===== config.mk =====
export PLATFORM = sky130hd
export DESIGN_NAME = alu_cmd_sequencer_flat
export DESIGN_NICKNAME = d
export VERILOG_FILES = /design/src/rtl/alu_cmd_sequencer_if.sv /design/src/rtl/alu_cmd_sequencer.sv /design/src/flat_wrapper.sv
export SDC_FILE = /design/constraint.sdc
export NUM_CORES = 1
export LEC_CHECK = 0
export BUFFER_PORTS_ARGS = -buffer_cell sky130_fd_sc_hd__buf_4
export CAP_MARGIN = 20
export CORE_MARGIN = 2
export CORE_UTILIZATION = 55
export CTS_CLUSTER_DIAMETER = 120
export DETAILED_ROUTE_END_ITERATION = 12
export PLACE_DENSITY = 0.84
export SLEW_MARGIN = 20
export SYNTH_ARGS = -nofsm -noshare
export SYNTH_HDL_FRONTEND = slang
export SYNTH_SLANG_ARGS = --single-unit

===== constraint.sdc =====
create_clock -name clk -period 6.4 [get_ports clk]
set_clock_uncertainty 0.2 [all_clocks]
set_input_delay 0.64 -clock clk [delete_from_list [all_inputs] [get_ports clk]]
set_output_delay 0.64 -clock clk [all_outputs]
set_load 0.02 [all_outputs]

===== src/rtl/alu_cmd_sequencer_if.sv =====
// Command/response handshake bundle between an upstream client and alu_cmd_sequencer.
// The client holds the master modport; the sequencer holds the slave modport.
interface alu_cmd_sequencer_if;
  logic        cmd_valid;
  logic        cmd_ready;
  logic [1:0]  cmd_op;
  logic [15:0] cmd_a;
  logic [7:0]  cmd_b;
  logic        rsp_valid;
  logic        rsp_ready;
  logic [15:0] rsp_data;
  logic        rsp_err;

  modport master (
    output cmd_valid, cmd_op, cmd_a, cmd_b, rsp_ready,
    input  cmd_ready, rsp_valid, rsp_data, rsp_err
  );

  modport slave (
    input  cmd_valid, cmd_op, cmd_a, cmd_b, rsp_ready,
    output cmd_ready, rsp_valid, rsp_data, rsp_err
  );
endinterface


===== src/rtl/alu_cmd_sequencer.sv =====
// Front-end for the multi-cycle ALU: takes one command per handshake, drives the ALU pin
// protocol (reset, start, A, B), captures the result and returns it with a timeout watchdog.
module alu_cmd_sequencer #(
  parameter int ALU_RST_CYCLES = 1,
  parameter int TIMEOUT        = 64,
  parameter int TO_W           = 7
) (
  input  logic                clk,
  input  logic                rst,
  alu_cmd_sequencer_if.slave  bus,
  output logic                busy,
  output logic                alu_rst,
  output logic                alu_start,
  output logic [1:0]          alu_sel,
  output logic [15:0]         alu_inbus,
  input  logic [15:0]         alu_outbus,
  input  logic                alu_finish
);

  localparam int RC_W = $clog2(ALU_RST_CYCLES + 1);

  typedef enum logic [2:0] {
    IDLE,
    CLR,
    START,
    HOLD,
    OPB,
    CAPT,
    DONE
  } state_t;

  state_t state, next_state;

  logic [RC_W-1:0] rst_cnt;
  logic [TO_W-1:0] to_cnt;
  logic [1:0]      op_q;
  logic [15:0]     a_q;
  logic [7:0]      b_q;

  logic            alu_rst_d, alu_start_d;
  logic [1:0]      alu_sel_d;
  logic [15:0]     alu_inbus_d;
  logic            rsp_valid_d, rsp_valid_q;
  logic [15:0]     rsp_data_d, rsp_data_q;
  logic            rsp_err_d, rsp_err_q;

  logic            accept, rst_last, timed_out;

  assign bus.cmd_ready = (state == IDLE);
  assign busy          = (state != IDLE);
  assign accept        = bus.cmd_valid && (state == IDLE);
  assign rst_last      = (rst_cnt == RC_W'(ALU_RST_CYCLES - 1));
  // to_cnt equals the number of cycles since START began, so TIMEOUT-1 is the last OPB cycle.
  assign timed_out     = (to_cnt == TO_W'(TIMEOUT - 1));

  assign bus.rsp_valid = rsp_valid_q;
  assign bus.rsp_data  = rsp_data_q;
  assign bus.rsp_err   = rsp_err_q;

  always_ff @(posedge clk or posedge rst) begin
    if (rst) state <= IDLE;
    else     state <= next_state;
  end

  always_comb begin
    next_state = state;
    case (state)
      IDLE:  if (bus.cmd_valid) next_state = CLR;
      CLR:   if (rst_last) next_state = START;
      START: next_state = HOLD;
      HOLD:  next_state = OPB;
      OPB: begin
        if (alu_finish)     next_state = CAPT;
        else if (timed_out) next_state = DONE;
      end
      CAPT:  next_state = DONE;
      DONE:  if (bus.rsp_ready) next_state = IDLE;
      default: next_state = IDLE;
    endcase
  end

  // Every ALU-side and response output is the registered image of the state being entered.
  always_comb begin
    alu_rst_d   = (next_state == CLR);
    alu_start_d = (next_state == START);
    alu_sel_d   = 2'b00;
    alu_inbus_d = 16'h0000;
    rsp_valid_d = (next_state == DONE);
    rsp_data_d  = rsp_data_q;
    rsp_err_d   = rsp_err_q;
    case (next_state)
      START, HOLD: begin
        alu_sel_d   = op_q;
        alu_inbus_d = a_q;
      end
      OPB, CAPT: begin
        alu_sel_d   = op_q;
        alu_inbus_d = {8'h00, b_q};
      end
      default: ;
    endcase
    if (state == CAPT) begin
      rsp_data_d = alu_outbus;
      rsp_err_d  = 1'b0;
    end else if ((state == OPB) && (next_state == DONE)) begin
      rsp_data_d = 16'h0000;
      rsp_err_d  = 1'b1;
    end
  end

  always_ff @(posedge clk or posedge rst) begin
    if (rst) begin
      alu_rst     <= 1'b1;
      alu_start   <= 1'b0;
      alu_sel     <= 2'b00;
      alu_inbus   <= 16'h0000;
      rsp_valid_q <= 1'b0;
      rsp_data_q  <= 16'h0000;
      rsp_err_q   <= 1'b0;
    end else begin
      alu_rst     <= alu_rst_d;
      alu_start   <= alu_start_d;
      alu_sel     <= alu_sel_d;
      alu_inbus   <= alu_inbus_d;
      rsp_valid_q <= rsp_valid_d;
      rsp_data_q  <= rsp_data_d;
      rsp_err_q   <= rsp_err_d;
    end
  end

  // Only division uses the upper operand byte, so it is cleared for the other ops at accept.
  always_ff @(posedge clk or posedge rst) begin
    if (rst) begin
      op_q <= 2'b00;
      a_q  <= 16'h0000;
      b_q  <= 8'h00;
    end else if (accept) begin
      op_q <= bus.cmd_op;
      a_q  <= (bus.cmd_op == 2'b11) ? bus.cmd_a : {8'h00, bus.cmd_a[7:0]};
      b_q  <= bus.cmd_b;
    end
  end

  always_ff @(posedge clk or posedge rst) begin
    if (rst) begin
      rst_cnt <= '0;
      to_cnt  <= '0;
    end else begin
      if (accept)             rst_cnt <= '0;
      else if (state == CLR)  rst_cnt <= rst_cnt + 1'b1;

      if (state == CLR) begin
        to_cnt <= '0;
      end else if (((state == START) || (state == HOLD) || (state == OPB)) &&
                   (to_cnt != TO_W'(TIMEOUT))) begin
        to_cnt <= to_cnt + 1'b1;
      end
    end
  end

endmodule


===== src/flat_wrapper.sv =====
// flat-port wrapper written by rule: the top's interface ports become plain ports
module alu_cmd_sequencer_flat 
#(
  parameter int ALU_RST_CYCLES = 1,
  parameter int TIMEOUT        = 64,
  parameter int TO_W           = 7
)
  (clk, rst, busy, alu_rst, alu_start, alu_sel, alu_inbus, alu_outbus, alu_finish, bus_cmd_valid, bus_cmd_op, bus_cmd_a, bus_cmd_b, bus_rsp_ready, bus_cmd_ready, bus_rsp_valid, bus_rsp_data, bus_rsp_err);
  alu_cmd_sequencer_if bus_i ();
  input  logic clk;
  input  logic rst;
  output logic busy;
  output logic alu_rst;
  output logic alu_start;
  output logic [1:0] alu_sel;
  output logic [15:0] alu_inbus;
  input  logic [15:0] alu_outbus;
  input  logic alu_finish;
  input wire logic [$bits(bus_i.cmd_valid)-1:0] bus_cmd_valid;
  input wire logic [$bits(bus_i.cmd_op)-1:0] bus_cmd_op;
  input wire logic [$bits(bus_i.cmd_a)-1:0] bus_cmd_a;
  input wire logic [$bits(bus_i.cmd_b)-1:0] bus_cmd_b;
  input wire logic [$bits(bus_i.rsp_ready)-1:0] bus_rsp_ready;
  output wire logic [$bits(bus_i.cmd_ready)-1:0] bus_cmd_ready;
  output wire logic [$bits(bus_i.rsp_valid)-1:0] bus_rsp_valid;
  output wire logic [$bits(bus_i.rsp_data)-1:0] bus_rsp_data;
  output wire logic [$bits(bus_i.rsp_err)-1:0] bus_rsp_err;
  assign bus_i.cmd_valid = bus_cmd_valid;
  assign bus_i.cmd_op = bus_cmd_op;
  assign bus_i.cmd_a = bus_cmd_a;
  assign bus_i.cmd_b = bus_cmd_b;
  assign bus_i.rsp_ready = bus_rsp_ready;
  assign bus_cmd_ready = bus_i.cmd_ready;
  assign bus_rsp_valid = bus_i.rsp_valid;
  assign bus_rsp_data = bus_i.rsp_data;
  assign bus_rsp_err = bus_i.rsp_err;
  alu_cmd_sequencer #(.ALU_RST_CYCLES(ALU_RST_CYCLES), .TIMEOUT(TIMEOUT), .TO_W(TO_W)) u_core (.clk(clk), .rst(rst), .bus(bus_i), .busy(busy), .alu_rst(alu_rst), .alu_start(alu_start), .alu_sel(alu_sel), .alu_inbus(alu_inbus), .alu_outbus(alu_outbus), .alu_finish(alu_finish));
endmodule

==> results of run 1 <==
## cells in the mapped netlist (3+ instances only)
cell	instances	area [um^2]
a22o_1	8	70.1
inv_1	5	18.8
mux2_2	4	45.0
a21oi_1	4	20.0
nand2_1	60	225
mux2_1	14	158
nor2b_1	3	18.8
nor2_1	5	18.8
and2_1	10	62.6
o21a_1	3	22.5
nand4_1	4	25.0
clkbuf_1	3	11.3
mux2i_1	6	60.1
dfrtp_1	74	1850
o21ai_0	3	15.0
nand2b_1	3	18.8
buf_2	9	45.0
o21ai_1	24	120
## worst max-delay path by stage
stage	end	slack (ns)	startpoint
after global routing	busy	3.88	u_core.state[2]$_DFF_PP0_
after global placement	u_core.alu_inbus[4]$_DFF_PP0_	4.11	u_core.state[2]$_DFF_PP0_
after detailed placement	u_core.alu_inbus[3]$_DFF_PP0_	4.05	u_core.state[2]$_DFF_PP0_
after CTS	busy	3.98	u_core.state[2]$_DFF_PP0_
final	busy	3.97	u_core.state[2]$_DFF_PP0_
after floorplan	u_core.a_q[0]$_DFFE_PP0P_	3.65	rst
## metrics by stage
stage | power, mW | area (um^2) | std cells | worst slack, ns
after floorplan | 1.30 | 3040 | 264 | 3.65
after global placement | 1.52 | 3720 | 409 | 4.11
after detailed placement | 1.55 | 3720 | 409 | 4.05
after CTS | 1.95 | 3940 | 425 | 3.98
after global routing | 2.07 | 3940 | 425 | 3.88
final | 1.94 | 3940 | 425 | 3.97
## routing by layer
| metal | wire [um] | vias up | GRT usage |
|---|---|---|---|
| met3 | 387 | 14 | 0.0655 |
| met5 | 0 | - | 0 |
| met2 | 2780 | 68 | 0.328 |
| met4 | 112 | 0 | 0.105 |
| met1 | 2440 | 1036 | 0.253 |
| li1 | - | 1056 | - |
## area by class of cell
class	count	area (um^2)
sequential	75	1880
timing repair buffer	87	653
multi-input combinational	170	1080
inverter	5	18.8
fill	388	1500
tap	72	90.1
clock inverter	7	98.8
clock buffer	9	124
## state kept, by name, indices dropped and copies added, names as in the netlist
name                  count
u_core.op_q               2
u_core.b_q                8
u_core.state              3
u_core.alu_rst            1
u_core.alu_inbus         16
u_core.bus.rsp_data      16
u_core.a_q               16
u_core.alu_sel            2
u_core.bus.rsp_valid      1
u_core.to_cnt             7
u_core.bus.rsp_err        1
u_core.alu_start          1
u_core.rst_cnt            1
## worst max-delay path, delay by kind of cell, from the launching register on
kind | cells | cell delay (ns)
flip-flops | 1 | 0.56
AND/OR/NAND/NOR | 1 | 0.44
buffers and inverters | 2 | 0.25
## power by group
group          total [mW]  switching [mW]  internal [mW]
sequential          0.806           0.132          0.674
clock               0.407           0.184          0.223
combinational       0.724           0.391          0.333
## cell families after synthesis
logic type,share of synthesized area
and+or+nand+nor,0.153
buffers and inverters,0.0296
xor gates and xnor gates,0.00288
muxes,0.0863
AOI/OAI and AO/OA,0.103
DFF,0.617
adders and majority gates,0.00822
==> results.json, run 1 <==
{
  "yosysUniqueCellTypes": 37,
  "cts_made_buffers": 9,
  "timing.final.crit_share": 0.380,
  "gp_congestion": 0.749,
  "crit_type": "flop to output pin",
  "maxCapViolations": 0,
  "cts_max_path_buffers": 2,
  "finalSetupViolCount": 0,
  "synth_area_mm2": 0.00304,
  "clk_pin_slew_ns": 0.08,
  "async_reset_ff_frac": 1.00,
  "mostFrequentLayoutCell": "buf_4",
  "path_cells": "nor3_2 -> inv_1 -> buf_4",
  "tightest_slew_ns": 0.882,
  "syn_nets": 313,
  "min_period_ns": 2.43,
  "n_antenna_cell": 0,
  "end_kind": "output pin",
  "antenna_found_initial": 0,
  "routed_wl_mm": 5.72,
  "rr_startpoint": "u_core.state[2]$_DFF_PP0_",
  "holdPathStages": 1,
  "clock_tree.root_cell": "clkbuf_8",
  "tns_ns": 0,
  "status": "complete, no violations",
  "rsz0062_at_grt": "no",
  "hold_ws_ns": 0.258,
  "critPathMaxStageDelay_ns": 0.56,
  "dieArea_mm2": 0.00615,
  "first_pass_iters": 4,
  "p_leak_nw": 1.97,
  "drt-initial-drc-count": 94,
  "crit_slowest_cell": "dfrtp_1",
  "power_density_mw_per_mm2": 492,
  "initial_utilization": 0.560,
  "syn_area_per_cell_um2": 11.5,
  "ios": 87,
  "synth-seq-area-share": 0.617,
  "h-tree-depth": 3,
  "hold_class": "flop to flop",
  "worstPathRequired_ns": 5.56,
  "start_kind": "flop",
  "wl_per_cell_um": 13.5,
  "via_per_inst": 5.12,
  "grt_pass1_vias": 2093,
  "cp.arrival_ns": 1.59,
  "min_from": "u_core.rst_cnt$_DFFE_PP0P_",
  "synth_warnings": 0,
  "synthCells": 264,
  "grt_max_degree": 76,
  "reg2regPathDepth": 4,
  "hpwlAfterDp_mm": 3.92,
  "nets": 397,
  "drive_above_1_share": 0.331,
  "cts_resized": 0,
  "clock_sinks": 75,
  "syn_to_final_growth_pct": 29.4,
  "synth-edff-count": 0,
  "slew_headroom": 0.412,
  "grt_pass1_wl_mm": 9.58,
  "overflow": 0,
  "layout_common_cells": "87 x buf_4, 74 x dfrtp_1, 60 x nand2_1",
  "die-width_um": 78.4,
  "place.port_buffers": 86,
  "route.detailed.drc": 0,
  "path_max_fanout": 15,
  "max_freq_ghz": 0.411,
  "min_delay_worst_endpoint": "u_core.alu_start$_DFF_PP0_",
  "hold_buffers": 0,
  "row_count": 27,
  "synth_top_flop_cell": "dfrtp_1",
  "dieHeight_um": 78.4,
  "cts_setup_buffers": 0,
  "final_max_slew_viol_count": 0,
  "ir_drop_uv": 286,
  "rr_endpoint": "u_core.alu_inbus[3]$_DFF_PP0_",
  "vias": 2174,
  "cts_tree": "done",
  "final-hold-violation-count": 0,
  "grt.total_usage": 0.206,
  "core_area_mm2": 0.00544,
  "fin_util": 0.724,
  "ys_seq_elements": 75,
  "rrSetupSlack_ns": 4.07,
  "antenna_left": 0,
  "clkLatencyLatePin_ns": 0.35
}
Power figures use the tool's default switching activity.
==> run 2, diff against run 1 <==
- CORE_UTILIZATION: 55 -> 46
- PLACE_DENSITY: 0.84 -> 0.75
- clock period: 6.4 -> 2.2 ns (I/O delays scaled with it)
==> results.json, run 2 (same netlist as run 1, synthesis figures left out) <==
{
  "status": "complete, no violations",
  "cts_max_path_buffers": 2,
  "min_period_ns": 1.96,
  "h-tree-depth": 3,
  "crit_type": "flop to flop",
  "cts_made_buffers": 9,
  "worstPathRequired_ns": 2.28,
  "holdPathStages": 3,
  "reg2regPathDepth": 4,
  "dp_cells": 421,
  "finalSetupViolCount": 0,
  "hpwlAfterDp_mm": 4.55,
  "maxCapViolations": 0,
  "syn_to_final_growth_pct": 45.3,
  "fillerInstances": 473,
  "ios": 87,
  "first_pass_iters": 4,
  "mostFrequentLayoutCell": "buf_4",
  "power_density_mw_per_mm2": 1290,
  "path_max_fanout": 18,
  "core_area_mm2": 0.00639,
  "drive_above_1_share": 0.304,
  "via_per_inst": 5.01,
  "antenna_found_initial": 0,
  "grt_pass1_wl_mm": 11.4,
  "cp.arrival_ns": 2.05,
  "start_kind": "flop",
  "wl_per_cell_um": 14.6,
  "dieHeight_um": 85.4,
  "hold_class": "primary input to flop",
  "grt_max_degree": 29,
  "max_freq_ghz": 0.510,
  "vias": 2412,
  "grt_pass1_vias": 2412,
  "p_leak_nw": 2.17,
  "place.port_buffers": 86,
  "routed_wl_mm": 7.02,
  "clkLatencyLatePin_ns": 0.36,
  "clock_tree.root_cell": "clkbuf_8",
  "final_max_slew_viol_count": 0,
  "slew_headroom": 0.527,
  "gp_congestion": 0.806,
  "tightest_slew_ns": 0.709,
  "overflow": 0,
  "rsz0062_at_grt": "no",
  "nets": 448,
  "stdcell_count": 481,
  "ir_drop_uv": 831,
  "clock_sinks": 75,
  "route.detailed.drc": 0,
  "die-width_um": 85.4,
  "timing.final.crit_share": 0.892,
  "final-hold-violation-count": 0,
  "n_antenna_cell": 0,
  "row_count": 29,
  "dieArea_mm2": 0.00728,
  "layout_common_cells": "93 x buf_4, 74 x dfrtp_1, 60 x nand2_1",
  "end_kind": "flop",
  "grt.total_usage": 0.204,
  "drt-initial-drc-count": 129,
  "cts_tree": "done",
  "initial_utilization": 0.477,
  "antenna_left": 0,
  "tns_ns": 0,
  "clk_pin_slew_ns": 0.07
}
-- run 2: changes by cell type in the layout (fill, tap and decap cells not counted) --
cell	before	now
clkinv_4	0	1
dlygate4sd3_1	0	44
inv_2	1	0
inv_6	3	1
clkinv_2	1	2
clkbuf_1	0	1
bufinv_16	2	1
buf_12	0	1
clkinvlp_4	1	2
buf_4	87	93
-- run 2: layout make-up --
cell class,count,area (um^2),share of cell area
Multi-Input combinational cell,170,1080,0.243
Tap cell,77,96.3,0.0218
Timing Repair Buffer,138,1160,0.262
Clock buffer,10,128,0.0288
Clock inverter,6,65.1,0.0147
Sequential cell,75,1880,0.424
Inverter,5,22.5,0.00509
-- run 2: what timing repair did --
action,CTS,global route
hold buffers,44,0
setup buffers,0,0
endpoints found under the hold margin,63,0
resized for setup,0,0
-- run 2: critical path: stages, from the launching register on --
cell,delay [ns]
dfrtp_1,0.52
nor2b_1,0.28
a21boi_1,0.11
nor2_2,0.55
a22o_1,0.23
-- run 2: metal layers --
| layer | track usage | vias up | wire length (um) |
|---|---|---|---|
| met2 | 0.347 | 81 | 3530 |
| li1 | - | 1161 | - |
| met4 | 0.0664 | 0 | 96 |
| met5 | 0 | - | 0 |
| met3 | 0.0554 | 9 | 418 |
| met1 | 0.252 | 1161 | 2980 |
-- run 2: report_power, final --
part	internal (mW)	leakage [nW]	total (mW)	switching (mW)
registers	1.96	0.952	2.34	0.377
clock network	0.526	0.0966	1.04	0.514
logic	1.08	1.12	2.31	1.23
total	3.57	2.17	5.69	2.12
-- run 2: worst paths after layout --
path	startpoint	slack [ns]	endpoint
max	u_core.state[0]$_DFF_PP0_	0.24	u_core.alu_inbus[5]$_DFF_PP0_
min	bus_rsp_ready	0.03	u_core.state[2]$_DFF_PP0_
max reg2reg	u_core.state[0]$_DFF_PP0_	0.24	u_core.alu_inbus[5]$_DFF_PP0_
max in group asynchronous	rst	0.86	u_core.a_q[1]$_DFFE_PP0P_
min reg2reg	u_core.rst_cnt$_DFFE_PP0P_	0.25	u_core.alu_start$_DFF_PP0_
min in group asynchronous	rst	0.24	u_core.a_q[13]$_DFFE_PP0P_
-- run 2: stage by stage --
step / area [um^2] / utilization / setup WS, ns / power (mW) / hold WS [ns]
after floorplan: 3050 / - / 0.225 / 3.77 / 0.102
after global placement: 3790 / 0.594 / 0.321 / 4.50 / 0.0688
after detailed placement: 3790 / 0.594 / 0.232 / 4.62 / 0.0761
after CTS: 4420 / 0.693 / 0.228 / 5.72 / 0.00655
after global routing: 4420 / 0.693 / 0.0988 / 6.06 / 0.0253
final: 4420 / 0.693 / 0.238 / 5.69 / 0.0255
==> run 3, diff against run 2 <==
- MAX_ROUTING_LAYER: not set -> met4
==> results.json, run 3 (same netlist as run 1, synthesis figures left out) <==
{
  "power.switching_mw": 2.12,
  "h-tree-depth": 3,
  "hold_class": "primary input to flop",
  "timing.final.crit_share": 0.894,
  "hold_buffers": 44,
  "fin_util": 0.693,
  "p_comb_frac": 0.406,
  "clock_tree.root_cell": "clkbuf_8",
  "min_from": "bus_rsp_ready",
  "tightest_slew_ns": 0.714,
  "crit_type": "flop to flop",
  "wl_per_cell_um": 14.5,
  "ios": 87,
  "clkLatencyLatePin_ns": 0.34,
  "cp.arrival_ns": 2.05,
  "routed_wl_mm": 6.98,
  "seqPwrFrac": 0.412,
  "clkPwrFrac": 0.182,
  "dieHeight_um": 85.4,
  "dieArea_mm2": 0.00728,
  "antenna_left": 0,
  "internal-power_mw": 3.57,
  "rsz0062_at_grt": "no",
  "grt_max_degree": 29,
  "slew_headroom": 0.523,
  "ir_drop_uv": 829,
  "grt_pass1_vias": 2413,
  "mostFrequentLayoutCell": "buf_4",
  "reg2regPathDepth": 4,
  "final-hold-violation-count": 0,
  "start_kind": "flop",
  "rrSetupSlack_ns": 0.23,
  "n_antenna_cell": 0,
  "cts_max_path_buffers": 2,
  "status": "complete, no violations",
  "maxCapViolations": 0,
  "row_count": 29,
  "rr_startpoint": "u_core.state[0]$_DFF_PP0_",
  "clock_sinks": 75,
  "tns_ns": 0,
  "overflow": 0,
  "cts_made_buffers": 9,
  "hpwlAfterDp_mm": 4.55,
  "finalSetupViolCount": 0,
  "max_freq_ghz": 0.509,
  "via_per_inst": 4.99,
  "first_pass_iters": 4,
  "layout_common_cells": "93 x buf_4, 74 x dfrtp_1, 60 x nand2_1",
  "min_delay_worst_endpoint": "u_core.state[2]$_DFF_PP0_",
  "clk_pin_slew_ns": 0.07,
  "switching_share": 0.372,
  "place.port_buffers": 86,
  "cts_setup_buffers": 0,
  "gp_congestion": 0.818,
  "holdPathStages": 3,
  "drt-initial-drc-count": 116,
  "vias": 2398,
  "grt.total_usage": 0.210,
  "worstPathRequired_ns": 2.28,
  "power_density_mw_per_mm2": 1280,
  "core_area_mm2": 0.00639,
  "initial_utilization": 0.477,
  "end_kind": "flop",
  "min_period_ns": 1.97,
  "finalPower_mw": 5.68,
  "antenna_found_initial": 0,
  "cts_tree": "done",
  "p_leak_nw": 2.17,
  "drive_above_1_share": 0.304,
  "nets": 448,
  "path_max_fanout": 18,
  "die-width_um": 85.4,
  "cts_resized": 0,
  "final_max_slew_viol_count": 0,
  "syn_to_final_growth_pct": 45.3,
  "route.detailed.drc": 0,
  "grt_pass1_wl_mm": 11.4,
  "rr_endpoint": "u_core.alu_inbus[5]$_DFF_PP0_"
}
## run 3: how the worst max path moves through the flow
stage                               from                       endpoint  slack [ns]  cells after the start
2_1_floorplan  u_core.state[0]$_DFF_PP0_      u_core.a_q[0]$_DFFE_PP0P_        0.22                      5
3_3_place_gp   u_core.state[2]$_DFF_PP0_  u_core.alu_inbus[2]$_DFF_PP0_        0.32                      5
3_5_place_dp   u_core.state[0]$_DFF_PP0_  u_core.alu_inbus[5]$_DFF_PP0_        0.23                      4
4_1_cts        u_core.state[0]$_DFF_PP0_  u_core.alu_inbus[5]$_DFF_PP0_        0.23                      4
5_1_grt        u_core.state[0]$_DFF_PP0_  u_core.alu_inbus[5]$_DFF_PP0_         0.1                      4
6_report       u_core.state[0]$_DFF_PP0_  u_core.alu_inbus[5]$_DFF_PP0_        0.23                      4
## run 3: layout make-up
class / count / area [um^2]
clock buffer: 10 / 128
clock inverter: 6 / 65.1
fill: 473 / 1960
inverter: 5 / 22.5
multi-input combinational: 170 / 1080
sequential: 75 / 1880
tap: 77 / 96.3
timing repair buffer: 138 / 1160
## run 3: critical path, stage by stage (launching register included)
cell      delay, ns
dfrtp_1        0.52
nor2b_1        0.28
a21boi_1       0.11
nor2_2         0.55
a22o_1         0.23
## run 3: metal layers
layer,global-route usage,vias to the layer above,wire length [um]
li1,-,1157,-
met2,0.345,79,3540
met3,0.0525,10,401
met1,0.257,1152,2950
met4,0.0664,0,94
met5,-,-,0
## run 3: stage by stage
stage	std cells	hold WS (ns)	area, um^2	setup WS (ns)
finish	481	0.0249	4420	0.234
global route	481	0.0253	4420	0.0988
CTS	481	0.00655	4420	0.228
detailed placement	421	0.0761	3790	0.232
global placement	421	0.0688	3790	0.321
floorplan	264	0.102	3050	0.225
## run 3: power groups by stage
| stage | sequential, mW | clock [mW] | combinational [mW] |
|---|---|---|---|
| after floorplan | 2.55 | 0 | 1.22 |
| after global placement | 2.33 | 0 | 2.18 |
| after detailed placement | 2.36 | 0 | 2.26 |
| after CTS | 2.34 | 1.06 | 2.32 |
| after global routing | 2.41 | 1.13 | 2.53 |
| final | 2.34 | 1.03 | 2.31 |
